### src/rtl/wb_arbiter_if.sv
// Writeback arbiter bus: ALU result, long-path handshake, issue/scoreboard
// query and the register-file write port. The arbiter uses the slave side.
interface wb_arbiter_if;
  logic        alu_valid;
  logic [4:0]  alu_rd;
  logic [31:0] alu_res;
  logic        ld_valid;
  logic [4:0]  ld_rd;
  logic [31:0] ld_data;
  logic        ld_ready;
  logic        iss_valid;
  logic [4:0]  iss_rd;
  logic [4:0]  q_ra1;
  logic [4:0]  q_ra2;
  logic        busy1;
  logic        busy2;
  logic        stall_req;
  logic [4:0]  ra3;
  logic [31:0] wd3;
  logic        we3;
  logic        sb_err;

  modport slave (
    input  alu_valid, alu_rd, alu_res,
    input  ld_valid, ld_rd, ld_data,
    output ld_ready,
    input  iss_valid, iss_rd, q_ra1, q_ra2,
    output busy1, busy2, stall_req,
    output ra3, wd3, we3, sb_err
  );

  modport master (
    output alu_valid, alu_rd, alu_res,
    output ld_valid, ld_rd, ld_data,
    input  ld_ready,
    output iss_valid, iss_rd, q_ra1, q_ra2,
    input  busy1, busy2, stall_req,
    input  ra3, wd3, we3, sb_err
  );
endinterface

### src/rtl/wb_arbiter.sv
// Writeback arbiter: merges the un-stallable ALU result and the long-latency
// valid/ready path (buffered in a small FIFO) onto the single register-file
// write port, and tracks pending long-latency destinations for RAW detection.
module wb_arbiter #(
  parameter int DEPTH = 4,
  parameter int AW    = 2
) (
  input logic         clk,
  input logic         rst,
  wb_arbiter_if.slave bus
);

  localparam logic [AW:0]   LP_DEPTH   = (AW+1)'(DEPTH);
  localparam logic [AW:0]   LP_CNT_ONE = (AW+1)'(1);
  localparam logic [AW-1:0] LP_PTR_ONE = AW'(1);

  logic [4:0]  r_mem_rd   [DEPTH];
  logic [31:0] r_mem_data [DEPTH];
  logic [AW-1:0] r_wptr;
  logic [AW-1:0] r_rptr;
  logic [AW:0]   r_count;

  logic [31:0] r_pending;
  logic        r_sb_err;
  logic        r_src_ld;
  logic [4:0]  r_ra3;
  logic [31:0] r_wd3;
  logic        r_we3;

  logic        w_empty;
  logic        w_full;
  logic        w_ld_ready;
  logic        w_ld_keep;
  logic        w_alu_wr;
  logic        w_wr_en;
  logic [4:0]  w_wr_rd;
  logic [31:0] w_wr_data;
  logic        w_wr_src_ld;
  logic        w_pop;
  logic        w_direct;
  logic        w_push;
  logic        w_clr;
  logic        w_set;
  logic [31:0] w_pend_next;
  logic        w_err_dup;
  logic        w_err_orphan;

  assign w_empty    = (r_count == '0);
  assign w_full     = (r_count == LP_DEPTH);
  assign w_ld_ready = !w_full && !rst;
  // Accepted long-path results to x0 complete the handshake but are dropped.
  assign w_ld_keep  = bus.ld_valid && w_ld_ready && (bus.ld_rd != '0);
  assign w_alu_wr   = bus.alu_valid && (bus.alu_rd != '0);
  assign w_push     = w_ld_keep && !w_direct;

  // Select this cycle's writeback source: ALU, then FIFO head, then bypass.
  always_comb begin
    w_wr_en     = 1'b0;
    w_wr_rd     = '0;
    w_wr_data   = '0;
    w_wr_src_ld = 1'b0;
    w_pop       = 1'b0;
    w_direct    = 1'b0;
    if (w_alu_wr) begin
      w_wr_en   = 1'b1;
      w_wr_rd   = bus.alu_rd;
      w_wr_data = bus.alu_res;
    end else if (!w_empty) begin
      w_wr_en     = 1'b1;
      w_wr_rd     = r_mem_rd[r_rptr];
      w_wr_data   = r_mem_data[r_rptr];
      w_wr_src_ld = 1'b1;
      w_pop       = 1'b1;
    end else if (w_ld_keep) begin
      w_wr_en     = 1'b1;
      w_wr_rd     = bus.ld_rd;
      w_wr_data   = bus.ld_data;
      w_wr_src_ld = 1'b1;
      w_direct    = 1'b1;
    end
  end

  // Scoreboard update: clear on the edge a long result hits the regfile,
  // set on issue; set is applied last so it wins on the same index.
  assign w_clr = r_we3 && r_src_ld;
  assign w_set = bus.iss_valid && (bus.iss_rd != '0);

  always_comb begin
    w_pend_next = r_pending;
    if (w_clr) w_pend_next[r_ra3] = 1'b0;
    if (w_set) w_pend_next[bus.iss_rd] = 1'b1;
  end

  assign w_err_dup    = w_set && r_pending[bus.iss_rd] && !(w_clr && (r_ra3 == bus.iss_rd));
  assign w_err_orphan = w_clr && !r_pending[r_ra3];

  // FIFO storage; contents need no reset since count gates every read.
  always_ff @(posedge clk) begin
    if (w_push) begin
      r_mem_rd[r_wptr]   <= bus.ld_rd;
      r_mem_data[r_wptr] <= bus.ld_data;
    end
  end

  // FIFO pointers and occupancy; pointers wrap naturally at DEPTH.
  always_ff @(posedge clk) begin
    if (rst) begin
      r_wptr  <= '0;
      r_rptr  <= '0;
      r_count <= '0;
    end else begin
      if (w_push) r_wptr <= r_wptr + LP_PTR_ONE;
      if (w_pop)  r_rptr <= r_rptr + LP_PTR_ONE;
      if (w_push && !w_pop)      r_count <= r_count + LP_CNT_ONE;
      else if (w_pop && !w_push) r_count <= r_count - LP_CNT_ONE;
    end
  end

  // Registered register-file write port and its source tag.
  always_ff @(posedge clk) begin
    if (rst) begin
      r_we3    <= 1'b0;
      r_ra3    <= '0;
      r_wd3    <= '0;
      r_src_ld <= 1'b0;
    end else begin
      r_we3    <= w_wr_en;
      r_ra3    <= w_wr_rd;
      r_wd3    <= w_wr_data;
      r_src_ld <= w_wr_src_ld;
    end
  end

  // Pending-destination bits and sticky protocol error.
  always_ff @(posedge clk) begin
    if (rst) begin
      r_pending <= '0;
      r_sb_err  <= 1'b0;
    end else begin
      r_pending <= w_pend_next;
      if (w_err_dup || w_err_orphan) r_sb_err <= 1'b1;
    end
  end

  assign bus.ld_ready  = w_ld_ready;
  assign bus.stall_req = w_full;
  assign bus.busy1     = r_pending[bus.q_ra1] && (bus.q_ra1 != '0);
  assign bus.busy2     = r_pending[bus.q_ra2] && (bus.q_ra2 != '0);
  assign bus.ra3       = r_ra3;
  assign bus.wd3       = r_wd3;
  assign bus.we3       = r_we3;
  assign bus.sb_err    = r_sb_err;

endmodule

### src/flat_wrapper.sv
// flat-port wrapper written by rule: the top's interface ports become plain ports
module wb_arbiter_flat 
#(
  parameter int DEPTH = 4,
  parameter int AW    = 2
)
  (clk, rst, bus_alu_valid, bus_alu_rd, bus_alu_res, bus_ld_valid, bus_ld_rd, bus_ld_data, bus_ld_ready, bus_iss_valid, bus_iss_rd, bus_q_ra1, bus_q_ra2, bus_busy1, bus_busy2, bus_stall_req, bus_ra3, bus_wd3, bus_we3, bus_sb_err);
  wb_arbiter_if bus_i ();
  input logic clk;
  input logic rst;
  input wire logic [$bits(bus_i.alu_valid)-1:0] bus_alu_valid;
  input wire logic [$bits(bus_i.alu_rd)-1:0] bus_alu_rd;
  input wire logic [$bits(bus_i.alu_res)-1:0] bus_alu_res;
  input wire logic [$bits(bus_i.ld_valid)-1:0] bus_ld_valid;
  input wire logic [$bits(bus_i.ld_rd)-1:0] bus_ld_rd;
  input wire logic [$bits(bus_i.ld_data)-1:0] bus_ld_data;
  output wire logic [$bits(bus_i.ld_ready)-1:0] bus_ld_ready;
  input wire logic [$bits(bus_i.iss_valid)-1:0] bus_iss_valid;
  input wire logic [$bits(bus_i.iss_rd)-1:0] bus_iss_rd;
  input wire logic [$bits(bus_i.q_ra1)-1:0] bus_q_ra1;
  input wire logic [$bits(bus_i.q_ra2)-1:0] bus_q_ra2;
  output wire logic [$bits(bus_i.busy1)-1:0] bus_busy1;
  output wire logic [$bits(bus_i.busy2)-1:0] bus_busy2;
  output wire logic [$bits(bus_i.stall_req)-1:0] bus_stall_req;
  output wire logic [$bits(bus_i.ra3)-1:0] bus_ra3;
  output wire logic [$bits(bus_i.wd3)-1:0] bus_wd3;
  output wire logic [$bits(bus_i.we3)-1:0] bus_we3;
  output wire logic [$bits(bus_i.sb_err)-1:0] bus_sb_err;
  assign bus_i.alu_valid = bus_alu_valid;
  assign bus_i.alu_rd = bus_alu_rd;
  assign bus_i.alu_res = bus_alu_res;
  assign bus_i.ld_valid = bus_ld_valid;
  assign bus_i.ld_rd = bus_ld_rd;
  assign bus_i.ld_data = bus_ld_data;
  assign bus_ld_ready = bus_i.ld_ready;
  assign bus_i.iss_valid = bus_iss_valid;
  assign bus_i.iss_rd = bus_iss_rd;
  assign bus_i.q_ra1 = bus_q_ra1;
  assign bus_i.q_ra2 = bus_q_ra2;
  assign bus_busy1 = bus_i.busy1;
  assign bus_busy2 = bus_i.busy2;
  assign bus_stall_req = bus_i.stall_req;
  assign bus_ra3 = bus_i.ra3;
  assign bus_wd3 = bus_i.wd3;
  assign bus_we3 = bus_i.we3;
  assign bus_sb_err = bus_i.sb_err;
  wb_arbiter #(.DEPTH(DEPTH), .AW(AW)) u_core (.clk(clk), .rst(rst), .bus(bus_i));
endmodule
### config.mk
export PLATFORM = sky130hd
export DESIGN_NAME = wb_arbiter_flat
export DESIGN_NICKNAME = d
export VERILOG_FILES = /design/src/rtl/wb_arbiter_if.sv /design/src/rtl/wb_arbiter.sv /design/src/flat_wrapper.sv
export SDC_FILE = /design/constraint.sdc
export NUM_CORES = 1
export LEC_CHECK = 0
export BUFFER_PORTS_ARGS = -buffer_cell sky130_fd_sc_hd__buf_4
export CAP_MARGIN = 5
export CORE_UTILIZATION = 57
export CTS_CLUSTER_SIZE = 28
export DETAILED_ROUTE_END_ITERATION = 10
export MAX_ROUTING_LAYER = met4
export PLACE_DENSITY = 0.79
export SLEW_MARGIN = 20
export SYNTH_ARGS = -nofsm -noshare
export SYNTH_HDL_FRONTEND = slang
export SYNTH_SLANG_ARGS = --single-unit
export TNS_END_PERCENT = 5
### constraint.sdc
create_clock -name clk -period 3.8 [get_ports clk]
set_input_delay 0.76 -clock clk [delete_from_list [all_inputs] [get_ports clk]]
set_output_delay 0.76 -clock clk [all_outputs]
set_load 0.02 [all_outputs]
# Yosys cells after proc, flatten, opt, wreduce, memory -nomap -nowiden
# Memories as Yosys holds them, arrays and structs flattened. A register that Yosys moved wholly into a read port is not among the register bits.
# Cells that the tools add are included.
# totals
ff_bits	79
mem_bits_rw	148
in_bits	94
out_inout_bits	43
elab_cells	94
n_memories	2
# op_classes
addsub	4
n_lt_le_gt_ge	6
n_eq_ne	2
muxes	35
n_bitwise	3
n_reduce_logical	33
# mem_list
memory	words	word_bits	read_ports	rd_clocked_by_memory_dff	wr	line_no	text
u_core.r_mem_data	4	32	1	1	1	wb_arbiter.sv:18	logic [31:0] r_mem_data [DEPTH];
u_core.r_mem_rd	4	5	1	1	1	wb_arbiter.sv:17	logic [4:0] r_mem_rd [DEPTH];
# ops
cell	n
32-bit two-way mux	5
32-bit AND	1
32-bit inverter	1
32-bit bitwise OR	1
5-bit nonzero test	5
5-bit by 6-bit less-than comparator with 1-bit output, second input constant	4
1-bit binary-select mux with 5-bit select	4
1-bit logical AND	17
1-bit two-way mux	15
5-bit two-way mux	3
1-bit demux with 5-bit select	2
5-bit by 1-bit greater-or-equal comparator with 1-bit output, second input constant	2
2-bit two-way mux	4
1-bit logical NOT	7
3-bit two-way mux	2
5-bit equality test	1
2-bit by 1-bit adder with 2-bit output, second input constant	2
3-bit by 1-bit adder with 3-bit output, second input constant	1
3-bit equality test, second input constant	1
3-bit logical NOT	1
3-bit by 1-bit subtractor with 3-bit output, second input constant	1
2-bit nonzero test	1
2-bit OR reduction	1
1-bit logical OR	1

# Depth between registers and ports, before layout
# Gate-level depths: netlist (run 1).
# logic_depth
word_depth	14
depth_mapped	11
depth_no_buf	10

# Worst setup path after synthesis (run 1)
# OpenSTA, ideal clock, no wires.
# synth_path
path_type	in2out
start	input port bus_q_ra1[0]
end	output port bus_busy1
t_arrival_ps	2495
required_time_ps	3040
setup_slack_ps	545
path_stages	4
n_path_buf	1
path_cell_list	clkbuf_1 > mux4_2 > mux4_2 > mux2_2
# synth_via
elab_chain_len	3
word_cells_on_any_way	4
cone_classes	2 x mux; 2 x reduce/logical
# synth_lines
element	line_no	text
start: declaration	flat_wrapper.sv:20	input wire logic [$bits(bus_i.q_ra1)-1:0] bus_q_ra1;
1-bit binary-select mux with 5-bit select	wb_arbiter.sv:147	assign bus.busy1 = r_pending[bus.q_ra1] && (bus.q_ra1 != '0);
1-bit two-way mux (implied by the code)	wb_arbiter.sv:147	
1-bit logical AND (*)	wb_arbiter.sv:147	
end: declaration	flat_wrapper.sv:22	output wire logic [$bits(bus_i.busy1)-1:0] bus_busy1;
# Mark *: on every way between the ends. The rest lies on a longest branch, timed or not. The select of a mux whose other input is x is not followed.

# Worst setup path in the final report (run 1)
# layout_path
start	input port bus_q_ra2[0]
end	output port bus_busy2
# layout_via
elab_chain_len	3
word_cells_on_any_way	4
cone_classes	2 x mux; 2 x reduce/logical
# layout_lines
element	line_no	text
start: declaration	flat_wrapper.sv:21	input wire logic [$bits(bus_i.q_ra2)-1:0] bus_q_ra2;
1-bit binary-select mux with 5-bit select	wb_arbiter.sv:148	assign bus.busy2 = r_pending[bus.q_ra2] && (bus.q_ra2 != '0);
1-bit two-way mux (implied by the code)	wb_arbiter.sv:148	
1-bit logical AND (*)	wb_arbiter.sv:148	
end: declaration	flat_wrapper.sv:23	output wire logic [$bits(bus_i.busy2)-1:0] bus_busy2;
# Marks and branches as above.

==> results.py, run 1 <==
metrics = {
    "outcome": {
        "status": "finished, final reports clean",
    },
    "finish": {
        "syn2layout_area_growth_pct": 19.9,
        "final_layout_size_suffix_gt1_share_pct": 31.0,
        "antenna_cells": 0,
        "most-common-layout-cells": "148 x buf_4, 148 x edfxtp_1, 106 x nand2_1",
        "final_nets": 951,
        "stdcell_area_mm2": 0.0119,
        "fillCellCount": 1113,
    },
    "clock_tree": {
        "cts_tree": "built",
        "cts.path.max_buffers": 3,
        "numClockSinks": 229,
        "htree_levels": 1,
        "clock_latency_ns": 0.51,
        "cts_root_buffer": "clkbuf_16",
        "cts_setup_buffers": 0,
        "ctsHoldBuffers": 0,
        "cts_buffers": 23,
        "clkTransAtPathRegs_ns": 0.06,
        "post_cts_resize_count": 0,
    },
    "global_route": {
        "grt_pass1_wl_um": 39200,
        "grt_max_degree": 83,
        "grt_pass1_vias": 7137,
        "antenna_found_initial": 0,
        "grt.overflow.total": 0,
        "grt_use_total_pct": 29.7,
    },
    "power_and_ir_drop": {
        "combPwrFrac_pct": 20.4,
        "clockPowerShare_pct": 34.7,
        "power.share.sequential_pct": 44.9,
        "internal_power_w": 0.00481,
        "p_leak_nw": 4.11,
        "swShare_pct": 27.7,
        "ir_worst_vdd_mv": 0.455,
        "power_density_mw_per_mm2": 561,
        "switchingPower_w": 0.00184,
    },
    "synthesis": {
        "ys_seq_area_share_pct": 61.3,
        "ys.flop_type": "edfxtp_1",
        "synth.avg_cell_area_um2": 13.6,
        "yosys_warnings": 0,
        "async_flop_share_pct": 0,
        "yosysTopAreaCellShare_pct": 44.9,
        "synth_edf_count": 148,
        "synthCells": 727,
        "synth-seq-cells": 229,
        "ys_types": 51,
        "synth_area_mm2": 0.00989,
        "synth_top_cell_by_area": "edfxtp_1",
        "synth_area_leaders": "edfxtp_1 45%, dfxtp_1 16%, mux4_2 14%",
        "synth_nets": 827,
    },
    "route": {
        "routedWlPerCell_um": 23.4,
        "drtIter0Drc": 624,
        "dr.pass1.iters": 5,
        "via_per_inst": 6.41,
        "ant_nets": 0,
        "vias": 6967,
        "drt-total-wl_um": 25400,
        "route.detailed.drc": 0,
    },
    "die": {
        "coreArea_mm2": 0.0168,
        "rows": 47,
        "initial_core_util_pct": 59.0,
        "die_h_um": 134,
        "num_io_pins": 137,
        "fp.dieW_um": 134,
        "dieArea_mm2": 0.0179,
    },
    "critical_path": {
        "cp-end-kind": "output pin",
        "cp.required_ns": 3.04,
        "worst_setup_path_start_kind": "primary input",
        "critPathKind": "in -> out",
        "path_max_fanout": 9,
        "cp.arrival_ns": 2.39,
    },
    "sta": {
        "setup_viol": 0,
        "max_freq_mhz": 318,
        "fin_crit_sh_pct": 82.8,
        "slew_violations": 0,
        "layout_min_cycle_time_ns": 3.15,
        "slew_headroom_pct": 31.3,
        "worstMarginPinSlew_ns": 1.03,
        "grt_setup_unrepaired": "no",
        "tns_ns": 0,
        "clock_skew_ns": 0.0127,
        "hold_violations": 0,
    },
    "placed_design": {
        "gp_congestion": 0.927,
        "dpl_cell_area_mm2": 0.0111,
        "io_buffers": 136,
        "dp_hpwl_um": 15600,
    },
    "hold_path": {
        "hp-class": "in -> reg",
    },
    "run": {
        "max_cap_viol_count": 0,
    },
}
==> path summary, 6_finish.rpt <==
path	cells after the start	to	slack, ns	startpoint
worst max-delay path	5	bus_busy2	0.65	bus_q_ra2[0]
worst min-delay path	1	u_core.r_mem_data[2][4]	0.46	bus_ld_data[4]
worst max register to register	9	u_core.r_count[2]	1.03	u_core.r_count[0]
worst min register to register	1	u_core.bus.sb_err	0.49	u_core.bus.sb_err
==> layer usage <==
metal	vias up	wire, um	GRT usage (%)
li1	3052	-	-
met1	3441	9430	35.8
met2	399	13100	49.4
met3	75	1940	4.26
met4	0	986	14.0
met5	-	0	-
==> area by class of cell <==
cell class / instances / area [um^2] / area share [%]
clock buffers: 25 / 583 / 4.92
clock inverters: 16 / 188 / 1.58
inverters: 12 / 45.0 / 0.380
multi-input cells: 436 / 3570 / 30.1
flip-flops and latches: 229 / 6070 / 51.2
well taps: 220 / 275 / 2.32
repair buffers: 149 / 1130 / 9.53
==> flip-flops by register name, indices dropped and copies added, names as in the netlist, named ones only <==
| register | flops |
|---|---|
| u_core.r_wptr | 2 |
| u_core.bus.ra3 | 5 |
| u_core.bus.we3 | 1 |
| u_core.bus.wd3 | 32 |
| u_core.bus.sb_err | 1 |
| u_core.r_rptr | 2 |
| u_core.r_count | 3 |
| u_core.r_mem_data | 128 |
| u_core.r_pending | 32 |
| u_core.r_src_ld | 1 |
| u_core.r_mem_rd | 20 |
==> logic make-up after synthesis <==
family / count (synthesis) / share of synthesized area [%]
adder cells (fa/ha/maj): 6 / 0.835
flip-flops: 229 / 61.3
buffers and inverters: 62 / 2.81
AO/OA/AOI/OAI: 128 / 7.74
multiplexers: 86 / 16.6
AND/OR/NAND/NOR: 208 / 10.0
XOR/XNOR: 8 / 0.708
==> cells in the mapped netlist (2+ instances only) <==
library cell  count
edfxtp_1        148
nand2_1         106
dfxtp_1          81
mux4_2           62
nand3_1          37
o21ai_0          36
a31oi_1          35
clkbuf_1         34
a21oi_1          32
mux2i_1          20
nor2_1           18
inv_1            12
o22ai_1           8
buf_2             6
or3b_2            6
and3_1            5
buf_1             5
buf_6             5
ha_1              5
nand3b_1          5
nor3_1            5
or3_1             5
xor2_1            5
and2_1            4
mux2_2            4
or4_1             4
nor3b_1           3
o221ai_1          3
xnor2_1           3
a221o_1           2
nand4_1           2
nor4_1            2
==> power groups by stage <==
stage,clock network (W),registers [W],logic (W)
after floorplan,0,0.00301,0.000883
after global placement,0,0.00303,0.00130
after detailed placement,0,0.00304,0.00133
after CTS,0.00234,0.00299,0.00135
after global routing,0.00242,0.00301,0.00143
final,0.00231,0.00299,0.00136
==> per-stage QoR <==
step | setup WS [ns] | util [%] | power (W) | std cells | hold slack, ns
2_1_floorplan | 0.545 | - | 0.00389 | 727 | 0.452
3_3_place_gp | 0.709 | 66.2 | 0.00432 | 1046 | 0.472
3_5_place_dp | 0.644 | 66.2 | 0.00437 | 1046 | 0.483
4_1_cts | 0.644 | 70.8 | 0.00669 | 1087 | 0.450
5_1_grt | 0.602 | 70.8 | 0.00686 | 1087 | 0.454
6_report | 0.655 | 70.8 | 0.00666 | 1087 | 0.465
==> critical path, cell delays in order <==
cell and delay, ns:
buf_4 0.18, mux4_2 0.52, mux4_2 0.49, mux2_2 0.28, buf_4 0.16
Power figures use the tool's default switching activity.
==> inputs of run 2 (changes only) <==
--- a/config.mk
+++ b/config.mk
@@ -7,11 +7,11 @@
 export LEC_CHECK = 0
 export BUFFER_PORTS_ARGS = -buffer_cell sky130_fd_sc_hd__buf_4
 export CAP_MARGIN = 5
-export CORE_UTILIZATION = 57
+export CORE_UTILIZATION = 52
 export CTS_CLUSTER_SIZE = 28
 export DETAILED_ROUTE_END_ITERATION = 10
 export MAX_ROUTING_LAYER = met4
-export PLACE_DENSITY = 0.79
+export PLACE_DENSITY = 0.76
 export SLEW_MARGIN = 20
 export SYNTH_ARGS = -nofsm -noshare
 export SYNTH_HDL_FRONTEND = slang
==> constraint.sdc (replaced) <==
create_clock -name clk -period 2.65 [get_ports clk]
set_input_delay 0.53 -clock clk [delete_from_list [all_inputs] [get_ports clk]]
set_output_delay 0.53 -clock clk [all_outputs]
set_load 0.02 [all_outputs]
==> results.py, run 2 (synthesized netlist as in run 1, its figures left out) <==
metrics = {
    "route": {
        "vias": 6859,
        "route.detailed.drc": 1,
        "ant_nets": 0,
        "routedWlPerCell_um": 21.4,
        "via_per_inst": 6.11,
        "dr.pass1.iters": 8,
        "drtIter0Drc": 643,
        "drt-total-wl_um": 24000,
    },
    "global_route": {
        "antenna_found_initial": 0,
        "grt_use_total_pct": 25.7,
        "grt_pass1_wl_um": 38000,
        "grt_pass1_vias": 7075,
        "grt.overflow.total": 0,
        "grt_max_degree": 83,
    },
    "power_and_ir_drop": {
        "report.power.total_w": 0.00953,
        "p_leak_nw": 4.25,
        "power_density_mw_per_mm2": 787,
        "ir_worst_vdd_mv": 0.598,
    },
    "critical_path": {
        "worst_setup_path_start_kind": "flop",
        "cp.arrival_ns": 2.22,
        "cp_cell_sequence": "mux4_2 -> mux4_2 -> mux2_4 -> buf_6",
        "critPathKind": "reg -> out",
        "slowest_stage": "mux4_2",
        "critPathMaxStageDelay_ns": 0.48,
        "crit_top_cell": "mux4_2",
        "crit_family": "multiplexers",
        "path_buf_inv": 1,
        "cp.required_ns": 2.12,
        "cp-end-kind": "output pin",
        "path_max_fanout": 5,
    },
    "finish": {
        "largest_reg_flops": 128,
        "final_common_cell": "buf_4",
        "most-common-layout-cells": "159 x buf_4, 148 x edfxtp_1, 106 x nand2_1",
        "stdcell_area_mm2": 0.0121,
        "multiInputGateArea_mm2": 0.00357,
        "seqCellArea_mm2": 0.00610,
        "top_register": "u_core.r_mem_data",
        "fillCellCount": 1393,
        "final_layout_size_suffix_gt1_share_pct": 34.8,
        "antenna_cells": 0,
        "syn2layout_area_growth_pct": 22.5,
        "final_nets": 970,
    },
    "run": {
        "max_cap_viol_count": 0,
    },
    "die": {
        "fp.dieW_um": 140,
        "num_io_pins": 137,
        "initial_core_util_pct": 52.9,
        "coreArea_mm2": 0.0187,
        "die_h_um": 140,
        "rows": 50,
        "dieArea_mm2": 0.0196,
    },
    "sta": {
        "tns_ns": -0.183,
        "max_freq_mhz": 363,
        "hold_violations": 0,
        "slew_violations": 0,
        "slew_headroom_pct": 37.8,
        "layout_min_cycle_time_ns": 2.75,
        "fin_ws_ns": -0.102,
        "grt_setup_unrepaired": "yes",
        "setup_viol": 2,
        "fin_crit_sh_pct": 104,
        "worstMarginPinSlew_ns": 0.933,
        "clock_skew_ns": 0.0253,
    },
    "placed_design": {
        "gp_congestion": 0.958,
        "io_buffers": 136,
        "dpl_cell_area_mm2": 0.0113,
        "dp_hpwl_um": 15500,
    },
    "clock_tree": {
        "clock_latency_ns": 0.51,
        "htree_levels": 1,
        "numClockSinks": 229,
        "cts.path.max_buffers": 3,
        "cts_buffers": 24,
        "cts_tree": "built",
        "cts_root_buffer": "clkbuf_16",
        "clkTransAtPathRegs_ns": 0.06,
    },
    "hold_path": {
        "hp-class": "in -> reg",
    },
    "outcome": {
        "status": "finished with violations",
        "violations": "DRC, setup timing",
    },
}
[run 2: stage by stage]
step | hold slack [ns] | utilization [%] | setup WS, ns | std cells
floorplan | 0.452 | - | -0.137 | 727
global placement | 0.473 | 60.4 | -0.00241 | 1078
detailed placement | 0.482 | 60.4 | -0.0393 | 1078
CTS | 0.216 | 64.7 | -0.111 | 1122
global route | 0.212 | 64.8 | -0.137 | 1122
finish | 0.229 | 64.8 | -0.102 | 1122
[run 2: routing by layer]
metal  part of all wire (%)  wire, um  vias up  global-route usage, %
met2                     51     12300      324                   43.8
met1                     39      9400     3385                   31.7
met5                      0         0        -                      -
met4                    2.3       561        0                   7.58
met3                    7.3      1750       59                   4.17
li1                       -         -     3091                      -
[run 2: cell type report]
class / count / share of cell area (%)
Clock buffer: 35 / 5.98
Clock inverter: 9 / 0.444
Inverter: 12 / 0.372
Multi-Input combinational cell: 436 / 29.4
Sequential cell: 229 / 50.3
Tap cell: 234 / 2.42
Timing Repair Buffer: 167 / 11.0
[run 2: what timing repair did]
action,CTS,global route
setup endpoints to repair,2,3
endpoints found under the hold margin,0,0
resized for setup,16,11
pin swaps,0,1
setup buffers,0,0
hold buffers,0,0
[run 2: worst paths after layout]
| kind | from | to | slack, ns | depth (start not counted) |
|---|---|---|---|---|
| min | bus_ld_data[11] | u_core.r_mem_data[0][11] | 0.23 | 1 |
| max | u_core.r_pending[27] | bus_busy1 | -0.10 | 4 |
| min reg2reg | u_core.r_pending[0] | u_core.r_pending[0] | 0.49 | 1 |
| max reg2reg | u_core.r_count[2] | u_core.r_count[2] | 0.17 | 9 |
[run 2: where the power goes]
| group | leakage, nW | total [W] | switching, W | internal, W |
|---|---|---|---|---|
| clock | 0.391 | 0.00326 | 0.00135 | 0.00191 |
| sequential | 2.01 | 0.00422 | 0.000176 | 0.00405 |
| combinational | 1.85 | 0.00205 | 0.00109 | 0.000958 |
| total | 4.25 | 0.00953 | 0.00262 | 0.00691 |
